### config.mk
export PLATFORM = sky130hd
export DESIGN_NAME = dmem_arbiter
export DESIGN_NICKNAME = d
export VERILOG_FILES = /design/src/rtl/dmem_arbiter.sv
export SDC_FILE = /design/constraint.sdc
export NUM_CORES = 1
export LEC_CHECK = 0
export CORE_AREA = 2 2 229 231
export CTS_BUF_LIST = sky130_fd_sc_hd__clkbuf_8 sky130_fd_sc_hd__clkbuf_16
export CTS_CLUSTER_DIAMETER = 120
export DETAILED_ROUTE_END_ITERATION = 8
export DIE_AREA = 0 0 231 233
export PLACE_DENSITY = 0.52
export SLEW_MARGIN = 10
export SYNTH_ARGS = -nofsm -noshare
export SYNTH_HDL_FRONTEND = slang
export SYNTH_SLANG_ARGS = --single-unit
### constraint.sdc
create_clock -name CLK -period 12.2 [get_ports CLK]
set_clock_uncertainty 0.05 [all_clocks]
set_input_delay 3.05 -clock CLK [delete_from_list [all_inputs] [get_ports CLK]]
set_output_delay 3.05 -clock CLK [all_outputs]
set_load 0.02 [all_outputs]
### src/rtl/dmem_arbiter.sv
// Two-port data-memory arbiter: pipeline port A and loader/DMA port B share one memory.
// Define DMEM_ARB_RR_EN for round-robin tie-breaking; otherwise port A has fixed priority.
module dmem_arbiter #(
  parameter int DEPTH  = 16,
  parameter int DATA_W = 64
) (
  input  logic              CLK,
  input  logic              RESET,
  input  logic              A_REQ,
  input  logic              A_WE,
  input  logic [DATA_W-1:0] A_ADDR,
  input  logic [DATA_W-1:0] A_WDATA,
  output logic              A_ACK,
  output logic              A_ERR,
  output logic [DATA_W-1:0] A_RDATA,
  input  logic              B_REQ,
  input  logic              B_WE,
  input  logic [DATA_W-1:0] B_ADDR,
  input  logic [DATA_W-1:0] B_WDATA,
  output logic              B_ACK,
  output logic              B_ERR,
  output logic [DATA_W-1:0] B_RDATA,
  output logic              MEM_WRITE,
  output logic              MEM_READ,
  output logic [DATA_W-1:0] MEM_ADDR_OUT,
  output logic [DATA_W-1:0] WRITE_DATA,
  input  logic [DATA_W-1:0] MEM_DATA_IN,
  output logic              BUSY
);

  typedef enum logic {IDLE = 1'b0, SERVE = 1'b1} state_t;

  state_t            state, state_nxt;
  logic              a_elig, b_elig, grant, grant_b;
  logic              we_p1, sel_p1;
  logic [DATA_W-1:0] addr_p1, wdata_p1;
  logic              in_range;

`ifdef DMEM_ARB_RR_EN
  logic              last_b;
`endif

  // A port whose ACK is high this cycle has just completed and must not be re-granted.
  always_comb begin
    a_elig = A_REQ & ~A_ACK;
    b_elig = B_REQ & ~B_ACK;
    grant  = a_elig | b_elig;
`ifdef DMEM_ARB_RR_EN
    grant_b = b_elig & (~a_elig | ~last_b);
`else
    grant_b = b_elig & ~a_elig;
`endif
  end

  assign in_range = (addr_p1 < DATA_W'(DEPTH));
  assign BUSY     = (state == SERVE);

  always_comb begin
    state_nxt    = state;
    MEM_WRITE    = 1'b0;
    MEM_READ     = 1'b0;
    MEM_ADDR_OUT = '0;
    WRITE_DATA   = '0;
    case (state)
      IDLE: begin
        if (grant) state_nxt = SERVE;
      end
      SERVE: begin
        state_nxt    = IDLE;
        MEM_ADDR_OUT = addr_p1;
        WRITE_DATA   = wdata_p1;
        MEM_WRITE    = we_p1 & in_range & ~RESET;
        MEM_READ     = ~we_p1 & in_range;
      end
      default: state_nxt = IDLE;
    endcase
  end

  // Stage p1: grant-time capture of the winning request
  always_ff @(posedge CLK) begin
    if (state == IDLE && grant) begin
      sel_p1   <= grant_b;
      we_p1    <= grant_b ? B_WE    : A_WE;
      addr_p1  <= grant_b ? B_ADDR  : A_ADDR;
      wdata_p1 <= grant_b ? B_WDATA : A_WDATA;
    end
  end

  // Completion: the edge leaving SERVE produces the ACK/ERR pulse and read data
  always_ff @(posedge CLK) begin
    if (RESET) begin
      state   <= IDLE;
      A_ACK   <= 1'b0;
      B_ACK   <= 1'b0;
      A_ERR   <= 1'b0;
      B_ERR   <= 1'b0;
      A_RDATA <= '0;
      B_RDATA <= '0;
`ifdef DMEM_ARB_RR_EN
      last_b  <= 1'b1;
`endif
    end else begin
      state <= state_nxt;
      A_ACK <= 1'b0;
      B_ACK <= 1'b0;
      A_ERR <= 1'b0;
      B_ERR <= 1'b0;
      if (state == SERVE) begin
        if (sel_p1) begin
          B_ACK <= 1'b1;
          B_ERR <= ~in_range;
          if (!we_p1) B_RDATA <= in_range ? MEM_DATA_IN : '0;
        end else begin
          A_ACK <= 1'b1;
          A_ERR <= ~in_range;
          if (!we_p1) A_RDATA <= in_range ? MEM_DATA_IN : '0;
        end
      end
`ifdef DMEM_ARB_RR_EN
      if (state == IDLE && grant) last_b <= grant_b;
`endif
    end
  end

endmodule
# Yosys cells after proc, flatten, opt, wreduce, memory -nomap -nowiden
# Cells that the tools add are included.
classes:
  n_mux: 12
  bitwise: 15
  eq_ne: 0
  n_addsub: 0
  div_mod_pow: 0
  multipliers: 0
  order_cmp: 1
  shifts: 0
  reduce_logical: 6
ops:
  columns: ["op", "count"]
  rows:
  - ["two-way mux 64 bit", 5]
  - ["less-than comparator 64 x 5 -> 1 bit, second input constant", 1]
  - ["inverter 1 bit", 8]
  - ["AND 1 bit", 6]
  - ["two-way mux 1 bit", 6]
  - ["AND reduction 3 bit", 2]
  - ["OR reduction 3 bit", 2]
  - ["case mux 1 bit (2 select lines)", 1]
  - ["OR reduction 2 bit", 1]
  - ["logical AND 1 bit", 1]
  - ["OR 1 bit", 1]
word_totals:
  output_inout_bits: 263
  regBits: 263
  ram_bits: 0
  romBits: 0
  elab_cells: 45
  latch_bits: 0
  memories: 0

# Logic depth before layout (Yosys ltp)
# Gate-level depths: netlist of run 1.
logic_depth:
  word_depth: 5
  ltp_mapped: 5
  depth_no_buf: 4

# Worst setup path before layout of run 1
# No wires, ideal clock.
synth_timing:
  path_kind: "input to register"
  from: "in B_REQ"
  to: "reg addr_p1[0] (enable)"
  n_path_buf: 0
  arrival_time_ns: 9.428
  path_slack_ns: 2.059
  path_stages: 2
  cell_sequence: "nand2b_1 > a21oi_1"
synth_between:
  elab_chain_len: 3
synth_lines:
  columns: ["item", "line_no", "source"]
  rows:
  - ["start: declaration", "16", "input logic B_REQ,"]
  - ["AND 1 bit", "46", "b_elig = B_REQ & ~B_ACK;"]
  - ["OR 1 bit", "47", "grant = a_elig | b_elig;"]
  - ["logical AND 1 bit", "81", "if (state == IDLE && grant) begin"]
  - ["end signal: assignment", "84", "addr_p1 <= grant_b ? B_ADDR : A_ADDR;"]
  - ["end: declaration", "36", "logic [DATA_W-1:0] addr_p1, wdata_p1;"]
# No other way between the ends.
# A chain may end at the register's enable or synchronous reset.

# Final worst setup path of run 1
layout_timing:
  from: "in RESET"
  to: "out MEM_WRITE"
layout_between:
  elab_chain_len: 3
layout_lines:
  columns: ["item", "line_no", "source"]
  rows:
  - ["start: declaration", "8", "input logic RESET,"]
  - ["inverter 1 bit", "72", "MEM_WRITE = we_p1 & in_range & ~RESET;"]
  - ["AND 1 bit", "72", null]
  - ["two-way mux 1 bit", "64", "case (state)"]
  - ["end: declaration", "23", "output logic MEM_WRITE,"]
# No other way between the ends.

==> results of run 1 <==
==> cell usage in the layout (no fill, tap or decap), drive strengths merged <==
cell	Yosys	layout
edfxtp	130	130
or4	3	3
mux2	129	129
o21ai	128	128
nand2	129	129
nand2b	66	66
inv	0	10
dfxtp	133	133
and2	131	131
a21oi	1	1
nor3	1	1
clkdlybuf4s50	0	587
and3b	1	1
nor2	3	3
diode	0	3
nor3b	2	2
nand4	3	3
nor2b	4	4
clkbuf	37	37
nor4b	2	2
nor4	12	12
clkinv	0	8
clkinvlp	0	1
buf	22	11
and4	3	3
==> metrics by stage <==
step	worst slack (ns)	util (%)	hold WS [ns]	cells
after global placement	4.47	34.8	0.384	2159
after global routing	4.37	36.8	0.414	2217
after floorplan	2.06	-	0.401	940
final	4.49	36.8	0.394	2218
after detailed placement	4.47	34.8	0.389	2159
after CTS	4.46	36.7	0.397	2215
==> metal layers <==
metal  wire (um)  vias to the layer above  GRT usage [%]
li1            -                     4409              -
met1       16400                     4299           17.0
met2       22300                      411           28.3
met3        4760                       98           7.08
met4        2150                       16           8.06
met5         114                        -              0
==> flip-flops by register name (all words and copies together), names as in the netlist <==
signal	flops
A_ERR	1
B_RDATA	64
addr_p1	64
wdata_p1	64
sel_p1	1
A_RDATA	64
B_ACK	1
we_p1	1
A_ACK	1
B_ERR	1
BUSY	1
==> power breakdown <==
group | total (mW) | switching, mW | internal [mW]
logic | 0.363 | 0.163 | 0.199
registers | 1.02 | 0.0250 | 0.991
clock network | 0.912 | 0.389 | 0.523
total | 2.29 | 0.577 | 1.71
==> cells by family after synthesis <==
logic type	after synthesis	share of synthesized area [%]
muxes	129	12.9
buffers and inverters	59	2.87
AOI/OAI and AO/OA	129	8.00
and+or+nand+nor	360	17.9
DFF	263	58.3
==> critical path, cell delays in order <==
cell and delay, ns:
sky130_fd_sc_hd__buf_2 0.10, sky130_fd_sc_hd__buf_4 0.35, sky130_fd_sc_hd__nor2b_1 0.26, sky130_fd_sc_hd__nand2_1 0.08, sky130_fd_sc_hd__nor2_1 0.13, sky130_fd_sc_hd__clkdlybuf4s50_1 0.63
==> how the worst min path moves through the flow <==
stage,startpoint,endpoint
floorplan,sel_p1$_DFFE_PP_,A_ACK$_SDFF_PP0_
global placement,A_RDATA[4]$_SDFFE_PP0P_,A_RDATA[4]$_SDFFE_PP0P_
detailed placement,A_RDATA[5]$_SDFFE_PP0P_,A_RDATA[5]$_SDFFE_PP0P_
CTS,A_RDATA[5]$_SDFFE_PP0P_,A_RDATA[5]$_SDFFE_PP0P_
global route,A_RDATA[36]$_SDFFE_PP0P_,A_RDATA[36]$_SDFFE_PP0P_
finish,A_RDATA[57]$_SDFFE_PP0P_,A_RDATA[57]$_SDFFE_PP0P_
==> cell type report <==
cell class	count	area [um^2]	area share, %
Clock buffer	37	892	4.75
Multi-Input combinational cell	618	4410	23.5
Tap cell	680	851	4.53
Antenna cell	3	7.51	0.0400
Timing Repair Buffer	598	5960	31.7
Clock inverter	19	98.8	0.526
Sequential cell	263	6570	35.0
==> Implementation_results.wiki, run 1 <==
{| class="wikitable"
! Metric !! Value
|-
| Run status || finished, final reports clean
|-
| Die footprint || 53800 um^2
|-
| Worst hold path cell count || 2
|-
| Final-report hold violation count || 0
|-
| Final setup violating endpoints || 0
|-
| PnR Total Power || 2.29 mW
|-
| Top fanout value on the critical path || 68
|-
| Top cells by count, synth || sky130_fd_sc_hd__dfxtp_1, sky130_fd_sc_hd__and2_1, sky130_fd_sc_hd__edfxtp_1
|-
| Proportion of layout cells with a drive suffix above 1 || 17.3%
|-
| Via count normalized by instance count || 4.16
|-
| Final min period || 7.71 ns
|-
| Capture point of the worst reg-to-reg path || addr_p1[20]$_DFFE_PP_
|-
| Worst R2R Start || B_ACK$_SDFF_PP0_
|-
| EDFF count, synth || 130
|-
| Max Root-Sink Buffers || 3
|-
| Cell taking the most area after synthesis || sky130_fd_sc_hd__edfxtp_1
|-
| Layout-stage area growth over the synthesis result || 66.8%
|-
| Tightest Pin Transition || 1.07 ns
|-
| Worst rel slew slack || 28.6%
|-
| Effective utilization at floorplan || 22.0%
|-
| Worst-case reg-to-reg path depth || 5
|-
| Via count || 9233
|-
| Maximum number of pins on one net before global-route repair || 73
|-
| Period utilisation layout || 63.2%
|-
| Filler cell count || 5118
|-
| Share of synthesized area occupied by flip-flops and latches || 58.3%
|-
| Total of cells resized after clock tree synthesis || 0
|-
| Area of the core || 51100 um^2
|-
| CTS sink cnt || 263
|-
| Startpoint of the worst setup timing path || RESET
|-
| Placed standard-cell area || 17800 um^2
|-
| Routability-driven placement congestion ratio || 0.837
|-
| Post-synth top area share || 34.7%
|-
| Final HPWL DP || 34.7 mm
|-
| # rows || 83
|-
| Maximum ir drop on the vdd rail || 74.9 uV
|-
| Required time of the worst setup path || 9.10 ns
|-
| Count of TritonRoute iterations in the first routing pass || 6
|-
| TritonCTS clock tree || yes
|-
| Worst-skew pair later-pin latency || 0.54 ns
|-
| Floorplan die height || 233 um
|-
| Mean routed wirelength per cell || 20.6 um
|-
| Top achievable clock speed || 130 MHz
|-
| Critical Setup Path Class || in2out
|-
| DR iter-0 viols || 346
|-
| Number of levels the H-tree was split into || 2
|-
| Power density relative to cell area || 122 nW/um^2
|-
| PortBufs || 588
|-
| Worst Hold Class || reg2reg
|-
| Number of clock buffers inserted by TritonCTS || 34
|-
| Signal arrival time at the worst endpoint || 4.61 ns
|-
| Setup repair after global routing missed its margin || no
|-
| Netlist Area Pre-Place || 11300 um^2
|-
| Die W || 231 um
|-
| Slew Limit Fails || 0
|-
| Number of warnings issued by yosys || 0
|-
| Share of synthesized registers carrying an async set or reset || 0%
|-
| Final TNS setup || 0 ns
|-
| Most area-consuming cells after synthesis || sky130_fd_sc_hd__edfxtp_1, sky130_fd_sc_hd__dfxtp_1, sky130_fd_sc_hd__mux2_2, sky130_fd_sc_hd__and2_1, sky130_fd_sc_hd__o21ai_2
|-
| I/O pin total || 589
|-
| Max capacitance violation total || 0
|-
| Final routed DRC violation total || 0
|-
| Wire length of the first global-routing pass || 64.2 mm
|-
| Capture point of the critical path || MEM_WRITE
|-
| Residual overflow from global routing || 0
|-
| Clk slew on worst S/H paths || 0.05 ns
|-
| Most used flip-flop cell after synthesis || sky130_fd_sc_hd__dfxtp_1
|-
| Number of global-route vias before repair || 9615
|-
| Total Wirelength || 45.7 mm
|-
| Number of register bits inferred by synthesis || 263
|-
| Post-route cell area || 18800 um^2
|-
| Post-synthesis instance total || 940
|-
| Most instantiated library cell after synthesis || sky130_fd_sc_hd__dfxtp_1
|-
| R2r setup slk || 9.21 ns
|-
| Distinct cell type count after synthesis || 26
|-
| Net count of the finished layout || 1841
|-
| Post-synth net total || 1266
|-
| Post-synthesis average cell area || 12.0 um^2
|-
| Post-route antenna net violation count || 0
|-
| Postcts setup bufs || 0
|-
| Worst setup SP type || primary input
|-
| Critical path endpoint category || output pin
|-
| Root buffer selected by CTS || sky130_fd_sc_hd__clkbuf_16
|-
| Hold buffer count at CTS || 0
|-
| Antenna violations before repair || 14
|-
| Leakage power figure || 6.58 nW
|-
| Aggregate global-route resource usage || 16.4%
|}
Note: power is estimated with default switching activity, not from simulation.
==> run 2: changes to the inputs <==
==> constraint.sdc (replaced) <==
create_clock -name CLK -period 8 [get_ports CLK]
set_clock_uncertainty 0.05 [all_clocks]
set_input_delay 2 -clock CLK [delete_from_list [all_inputs] [get_ports CLK]]
set_output_delay 2 -clock CLK [all_outputs]
set_load 0.02 [all_outputs]
==> run 2 against run 1 <==
Net effect: cell count is the same; total power up 55%; first-iteration DRC count increased by 27%; combinational power rose by 53%; die area unchanged; clock power increased by 59%; register-to-register slack got worse by 3.9 ns; wire length rose by 2.5%; flip-flop and latch count unchanged; clock-buffer cell count grew 3; hold slack improved by 0.0020 ns; largest power group unchanged.
==> Implementation_results.wiki, run 2 (synthesis results as in run 1) <==
{| class="wikitable"
! Metric !! Value
|-
| Run status || finished, final reports clean
|-
| Residual overflow from global routing || 0
|-
| Leakage power figure || 6.62 nW
|-
| Maximum number of pins on one net before global-route repair || 90
|-
| Final HPWL DP || 36.0 mm
|-
| PortBufs || 588
|-
| Pint || 2.67 mW
|-
| R2r setup slk || 5.33 ns
|-
| Most used cells in the layout excluding fill and tap cells || sky130_fd_sc_hd__clkdlybuf4s50_1, sky130_fd_sc_hd__dfxtp_1, sky130_fd_sc_hd__and2_1, sky130_fd_sc_hd__edfxtp_1
|-
| Number of clock buffers inserted by TritonCTS || 35
|-
| Power density relative to cell area || 189 nW/um^2
|-
| TritonCTS clock tree || yes
|-
| Floorplan die height || 233 um
|-
| Max capacitance violation total || 0
|-
| Clk slew on worst S/H paths || 0.05 ns
|-
| Hold buffer count at CTS || 0
|-
| Setup repair after global routing missed its margin || no
|-
| Number of levels the H-tree was split into || 2
|-
| Proportion of layout cells with a drive suffix above 1 || 17.5%
|-
| Signal arrival time at the worst endpoint || 3.24 ns
|-
| Worst setup SP type || flip-flop
|-
| Tightest Pin Transition || 0.989 ns
|-
| Power share of the combinational group || 15.6%
|-
| Cell family with most CP delay || simple AND/OR/NAND/NOR gates
|-
| Wire length on met1 || 17.1 mm
|-
| Met3 wire len || 4.87 mm
|-
| Routability-driven placement congestion ratio || 0.887
|-
| Layout-stage area growth over the synthesis result || 67.3%
|-
| Required time of the worst setup path || 5.95 ns
|-
| Final setup violating endpoints || 0
|-
| Root buffer selected by CTS || sky130_fd_sc_hd__clkbuf_16
|-
| Worst rel slew slack || 34.1%
|-
| Effective utilization at floorplan || 22.0%
|-
| Final routed DRC violation total || 0
|-
| Worst Hold Class || reg2reg
|-
| Top routing layer used || met5
|-
| Fraction of power spent switching nets || 24.9%
|-
| Cell-by-cell trace of the critical path || nor4_1 > and4_2 > nand4_1 > nor3b_1 > clkdlybuf4s50_1
|-
| Net count of the finished layout || 1842
|-
| Total Wirelength || 46.9 mm
|-
| Aggregate global-route resource usage || 16.8%
|-
| Met2 wire len || 23.2 mm
|-
| Post-layout worst setup margin || 2.71 ns
|-
| Critical-path cell with the highest stage delay || sky130_fd_sc_hd__clkdlybuf4s50_1
|-
| Antenna diode count || 0
|-
| Die W || 231 um
|-
| # rows || 83
|-
| DR iter-0 viols || 440
|-
| Post-route antenna net violation count || 0
|-
| NetSw || 0.885 mW
|-
| Critical path endpoint category || output pin
|-
| Postcts setup bufs || 0
|-
| Critical Setup Path Class || reg2out
|-
| Total of cells resized after clock tree synthesis || 0
|-
| Final TNS setup || 0 ns
|-
| CTS sink cnt || 263
|-
| Antenna violations before repair || 4
|-
| Via count || 9189
|-
| Wire length of the first global-routing pass || 65.6 mm
|-
| Dpl ws || 2.83 ns
|-
| Maximum ir drop on the vdd rail || 110 uV
|-
| Clock power frac || 40.6%
|-
| Top achievable clock speed || 189 MHz
|-
| Area of the core || 51100 um^2
|-
| Slew Limit Fails || 0
|-
| Via count normalized by instance count || 4.14
|-
| Final min period || 5.29 ns
|-
| Reg power frac || 43.7%
|-
| Die footprint || 53800 um^2
|-
| Most common cell after layout, fill and taps aside || sky130_fd_sc_hd__clkdlybuf4s50_1
|-
| Period utilisation layout || 66.1%
|-
| Count of buffering cells on the critical path with inverters included || 1
|-
| Count of TritonRoute iterations in the first routing pass || 4
|-
| Delay of the slowest cell on the worst path || 0.65 ns
|-
| Max Root-Sink Buffers || 3
|-
| Final-report hold violation count || 0
|-
| Number of global-route vias before repair || 9640
|-
| Top fanout value on the critical path || 4
|-
| I/O pin total || 589
|-
| Worst-skew pair later-pin latency || 0.53 ns
|-
| Mean routed wirelength per cell || 21.1 um
|}
run 2: changes by cell type in the layout (fill, tap and decap cells not counted), moves of 2 or more:
cell	previous run	this run
sky130_fd_sc_hd__inv_1	8	10
sky130_fd_sc_hd__clkinv_2	1	3
sky130_fd_sc_hd__diode_2	3	0
sky130_fd_sc_hd__clkbuf_16	34	37
sky130_fd_sc_hd__inv_6	2	0
sky130_fd_sc_hd__clkinv_1	6	4
run 2: tightest hold or removal path: cells and delay by family (launching register included):
family	cells	cell delay (ns)
AND/OR/NAND/NOR	1	0.05
AO/OA/AOI/OAI	1	0.05
flip-flops	1	0.30
run 2: per-stage QoR:
step	cells	area [um^2]	hold slack, ns	utilization, %	power (mW)
3_5_place_dp	2159	17800	0.390	34.8	2.15
5_1_grt	2218	18800	0.415	36.9	3.70
4_1_cts	2218	18800	0.398	36.9	3.63
6_report	2218	18800	0.396	36.9	3.56
2_1_floorplan	940	11300	0.401	-	1.80
3_3_place_gp	2159	17800	0.384	34.8	2.15
run 2: cell type report:
type	instances	area (um^2)
clock buffers	40	967
clock inverters	19	82.6
fillers	5142	32200
multi-input cells	618	4410
flip-flops and latches	263	6570
well taps	680	851
repair buffers	598	5970
run 2: path summary, 6_finish.rpt:
check        depth (start not counted)                  endpoint                    start
min                                  2   A_RDATA[3]$_SDFFE_PP0P_  A_RDATA[3]$_SDFFE_PP0P_
max                                  5                  MEM_READ     addr_p1[8]$_DFFE_PP_
min reg2reg                          2   A_RDATA[3]$_SDFFE_PP0P_  A_RDATA[3]$_SDFFE_PP0P_
max reg2reg                          5  B_RDATA[49]$_SDFFE_PP0P_     addr_p1[8]$_DFFE_PP_
run 2: metal layers:
metal  vias to the layer above  track usage, %
met1                      4292            17.6
met4                         8            6.47
met3                        72            7.46
met2                       414            29.5
li1                       4403               -
met5                         -               0
run 2: power groups by stage:
stage / Combinational (mW) / Clock, mW / Sequential [mW]
2_1_floorplan: 0.235 / 0 / 1.56
3_3_place_gp: 0.566 / 0 / 1.58
3_5_place_dp: 0.566 / 0 / 1.58
4_1_cts: 0.569 / 1.50 / 1.56
5_1_grt: 0.591 / 1.55 / 1.56
6_report: 0.555 / 1.45 / 1.55
